$ cat config.mk
export PLATFORM = sky130hd
export DESIGN_NAME = synchroniser_debounce
export DESIGN_NICKNAME = d
export VERILOG_FILES = /design/src/rtl/synchroniser_debounce_channel.sv /design/src/rtl/synchroniser_debounce.sv
export SDC_FILE = /design/constraint.sdc
export NUM_CORES = 1
export LEC_CHECK = 0
export CORE_ASPECT_RATIO = 1.5
export CORE_MARGIN = 4
export CORE_UTILIZATION = 37
export CTS_CLUSTER_DIAMETER = 200
export DETAILED_ROUTE_END_ITERATION = 16
export PLACE_DENSITY = 0.52
export SYNTH_ARGS = -nofsm -noshare
export SYNTH_HDL_FRONTEND = slang
export SYNTH_SLANG_ARGS = --single-unit
export TNS_END_PERCENT = 20
$ cat constraint.sdc
create_clock -name clk -period 4.9 [get_ports clk]
set_input_delay 0.49 -clock clk [delete_from_list [all_inputs] [get_ports clk]]
set_output_delay 0.49 -clock clk [all_outputs]
set_load 0.01 [all_outputs]
$ cat src/rtl/synchroniser_debounce_channel.sv
`default_nettype none
// ============================================================================
// Module   : debounce_channel
// Purpose  : One channel of the board-input conditioner. It synchronises the
//            input, debounces it with a stability counter and emits rise/fall
//            pulses.
// Revision : 1.0
// ============================================================================
module debounce_channel #(
    parameter int   STAGES          = 2,
    parameter int   DEBOUNCE_CYCLES = 50000,
    parameter logic RESET_BIT       = 1'b0
) (
    input  logic clk,
    input  logic reset,
    input  logic x_i,
    output logic y_o,
    output logic rise_o,
    output logic fall_o
);

    localparam int             CW     = $clog2(DEBOUNCE_CYCLES + 1);
    localparam logic [CW-1:0]  C_LAST = CW'(DEBOUNCE_CYCLES - 1);
    localparam logic [CW-1:0]  C_ONE  = CW'(1);

    logic [STAGES-1:0] sync_q;
    logic [CW-1:0]     cnt_q, cnt_d;
    logic              y_q, y_d;
    logic              rise_q, rise_d;
    logic              fall_q, fall_d;
    logic              w_s;

    // Last synchroniser stage is the only view of x used downstream.
    assign w_s = sync_q[STAGES-1];

    always_comb begin
        cnt_d  = cnt_q;
        y_d    = y_q;
        rise_d = 1'b0;
        fall_d = 1'b0;
        if (w_s == y_q) begin
            cnt_d = '0;
        end else if (cnt_q == C_LAST) begin
            y_d    = w_s;
            cnt_d  = '0;
            rise_d = w_s;
            fall_d = ~w_s;
        end else begin
            cnt_d = cnt_q + C_ONE;
        end
    end

    always_ff @(posedge clk) begin
        if (reset) begin
            sync_q <= {STAGES{RESET_BIT}};
            cnt_q  <= '0;
            y_q    <= RESET_BIT;
            rise_q <= 1'b0;
            fall_q <= 1'b0;
        end else begin
            sync_q <= {sync_q[STAGES-2:0], x_i};
            cnt_q  <= cnt_d;
            y_q    <= y_d;
            rise_q <= rise_d;
            fall_q <= fall_d;
        end
    end

    assign y_o    = y_q;
    assign rise_o = rise_q;
    assign fall_o = fall_q;

endmodule
`default_nettype wire

$ cat src/rtl/synchroniser_debounce.sv
`default_nettype none
// ============================================================================
// Module   : synchroniser_debounce
// Purpose  : WIDTH independent synchronise + debounce channels with one-cycle
//            rise/fall pulses, all outputs registered.
// Revision : 1.0
// ============================================================================
module synchroniser_debounce #(
    parameter int               WIDTH           = 4,
    parameter int               STAGES          = 2,
    parameter int               DEBOUNCE_CYCLES = 50000,
    parameter logic [WIDTH-1:0] RESET_VALUE     = '0
) (
    input  logic             clk,
    input  logic             reset,
    input  logic [WIDTH-1:0] x,
    output logic [WIDTH-1:0] y,
    output logic [WIDTH-1:0] rise,
    output logic [WIDTH-1:0] fall
);

    for (genvar gi = 0; gi < WIDTH; gi++) begin : g_chan
        debounce_channel #(
            .STAGES          (STAGES),
            .DEBOUNCE_CYCLES (DEBOUNCE_CYCLES),
            .RESET_BIT       (RESET_VALUE[gi])
        ) u_chan (
            .clk    (clk),
            .reset  (reset),
            .x_i    (x[gi]),
            .y_o    (y[gi]),
            .rise_o (rise[gi]),
            .fall_o (fall[gi])
        );
    end

endmodule
`default_nettype wire
==> flow_summary.json <==
{
  "status": "finished, final reports clean",
  "dp_slack_ps": 2430,
  "synth-xor-area-share": 0.139,
  "cp-start-kind": "input port",
  "n_antenna_cell": 0,
  "syn_nets": 398,
  "io_buffers": 17,
  "crit_type": "in2reg",
  "crit_required_ps": 5110,
  "track_usage": 0.127,
  "cts_max_path_buffers": 2,
  "synth_compound_area_frac": 0.00974,
  "async_flop_share": 0,
  "placed_cell_area_mm2": 0.00375,
  "crit_top_cell": "nor2_1",
  "avgSynthCellArea_um2": 9.27,
  "yosysMostFrequentCell": "dfxtp_1",
  "path_max_fanout": 28,
  "irDropWorstVdd_mv": 0.181,
  "p_leak_nw": 1.24,
  "slew_viol_final": 0,
  "die_h_um": 129,
  "drv_cap": 0,
  "viasPerCell": 5.02,
  "wl_mm": 6.50,
  "htree_levels": 3,
  "synth_common_cells": "84 x dfxtp_1, 71 x nor2_1, 41 x xnor2_1",
  "ys_seq_area_frac": 0.468,
  "wl_per_cell_um": 12.8,
  "ant_nets": 0,
  "total_power_mw": 1.37,
  "synth_top_family_by_area": "simple AND/OR/NAND/NOR gates",
  "finalHoldViolCount": 0,
  "clkSinkCount": 84,
  "nets": 402,
  "synthToLayoutAreaGrowth_pct": 12.4,
  "overflow": 0,
  "core-area_mm2": 0.00936,
  "cts_tree": "done",
  "synth_cells": 388,
  "root_buffer": "clkbuf_16",
  "route.met3.wl_um": 252,
  "stdcell_count": 508,
  "drt_iter0_drc": 89,
  "max_stage_delay_ps": 1120,
  "finalSetupTns_ps": 0,
  "synthTopCellsByArea": "dfxtp_1 47%, xnor2_1 10%, nor2_1 7.4%",
  "initial_core_util": 0.384,
  "setup_violations": 0,
  "ioPinCount": 18,
  "fp.dieW_um": 88.5,
  "synthMuxAreaShare": 0.0111,
  "seqCellArea_mm2": 0.00168,
  "yosys.area.top_type": "dfxtp_1",
  "worst_pin_slew_ps": 992,
  "grt_pass1_wl_mm": 11.2,
  "dp_hpwl_mm": 4.50,
  "synth_area_mm2": 0.00360,
  "clk_pin_slew_ps": 60,
  "grt_pass1_vias": 2447,
  "synth.distinct_cells": 35,
  "row_count": 43,
  "rsz0062_at_grt": "no",
  "met1_length_mm": 3.04,
  "min_path_type": "reg2reg",
  "antenna_found_initial": 0,
  "via_count": 2551,
  "synthFlopType": "dfxtp_1",
  "fin_util": 0.432,
  "finalCritPeriodShare": 0.427,
  "firstDrtPassIters": 4,
  "powerDensity_mw_per_mm2": 339,
  "clock_latency_ps": 340,
  "wl_met2_mm": 3.06,
  "end_kind": "flip-flop",
  "synth-edff-count": 0,
  "cts_resized": 0,
  "hold_slack_ps": 435,
  "skew_ps": 5.52,
  "top_layer": "met4",
  "drc_errors": 0,
  "dieArea_mm2": 0.0114,
  "gp_congestion": 0.736,
  "synth_fa_ha_area_frac": 0.0139,
  "synth_top_area_frac": 0.468,
  "multi_input_area_mm2": 0.00175,
  "synth-simple-area-share": 0.313,
  "numCtsBuffers": 9,
  "fmax_mhz": 478,
  "synth_seq_cells": 84,
  "fin_ws_ps": 2810,
  "crit_slowest_cell": "clkdlybuf4s50_1",
  "drive_gt1_frac": 0.0530,
  "hold_buffers": 0,
  "fin_crit_ps": 2090,
  "cts_setup_buffers": 0,
  "worst_ep_arrival_time_ps": 2300,
  "yosysWarnings": 0,
  "dp.cells": 493,
  "worstPathCellList": "clkdlybuf4s50_1, nor2_1, nand2_1, nor2_1",
  "relSlewSlack": 0.337,
  "nFillCells": 955,
  "grt_max_degree": 29,
  "design_area_mm2": 0.00404
}
## area by class of cell
type                            count  area share
Multi-Input combinational cell    278       0.433
Sequential cell                    84       0.416
Clock buffer                       10      0.0591
Timing Repair Buffer               17      0.0421
Tap cell                          112      0.0347
Clock inverter                      5      0.0130
Inverter                            2     0.00186
## placed cells by master, fill, tap and decap left out, types with 8 or more instances in the layout
| cell type | Yosys | routed |
|---|---|---|
| nor2b_1 | 8 | 8 |
| clkdlybuf4s50_1 | 0 | 17 |
| and3_1 | 8 | 8 |
| nand2_1 | 22 | 22 |
| dfxtp_1 | 84 | 84 |
| nor3_1 | 14 | 14 |
| clkbuf_16 | 0 | 9 |
| xor2_1 | 16 | 16 |
| nor2_1 | 71 | 71 |
| nor4_1 | 17 | 17 |
| xnor2_1 | 41 | 41 |
| nand3_1 | 14 | 14 |
| nand4_1 | 20 | 20 |
## worst max-delay path, delay by kind of cell
| kind | cells | cell delay [ps] |
|---|---|---|
| buffers and inverters | 1 | 1120 |
| and+or+nand+nor | 3 | 670 |
## worst paths after layout
kind | startpoint | end | slack (ps) | cells past startpoint
setup / recovery | reset | g_chan[0].u_chan.cnt_q[4] | 2810 | 4
hold / removal | g_chan[3].u_chan.sync_q[0] | g_chan[3].u_chan.sync_q[1] | 440 | 1
setup reg to reg | g_chan[1].u_chan.cnt_q[0] | g_chan[1].u_chan.rise_o | 2940 | 4
hold reg to reg | g_chan[3].u_chan.sync_q[0] | g_chan[3].u_chan.sync_q[1] | 440 | 1
## cells by family (layout without fill, tap and decap cells)
group	count (synthesis)	after routing
xor gates and xnor gates	57	57
buffers and inverters	26	34
AOI/OAI and AO/OA	6	6
and+or+nand+nor	207	207
adders and majority gates	4	4
muxes	4	4
DFF	84	84
## state kept, by name, summed over array words and instances, names as in the netlist
signal / flops
g_chan.u_chan.y_o: 4
g_chan.u_chan.rise_o: 4
g_chan.u_chan.sync_q: 8
g_chan.u_chan.cnt_q: 64
g_chan.u_chan.fall_o: 4
## per-layer routing
layer  track usage  vias to the layer above
met4        0.0632                        0
met2         0.200                       37
met5             0                        -
met3        0.0397                       11
li1              -                     1348
met1         0.155                     1155
## power breakdown
part	switching (mW)	total [mW]	internal, mW
clock	0.260	0.663	0.403
combinational	0.0101	0.0174	0.00730
sequential	0.00250	0.690	0.687
total	0.273	1.37	1.10
Note: power is estimated with default switching activity, not from simulation.
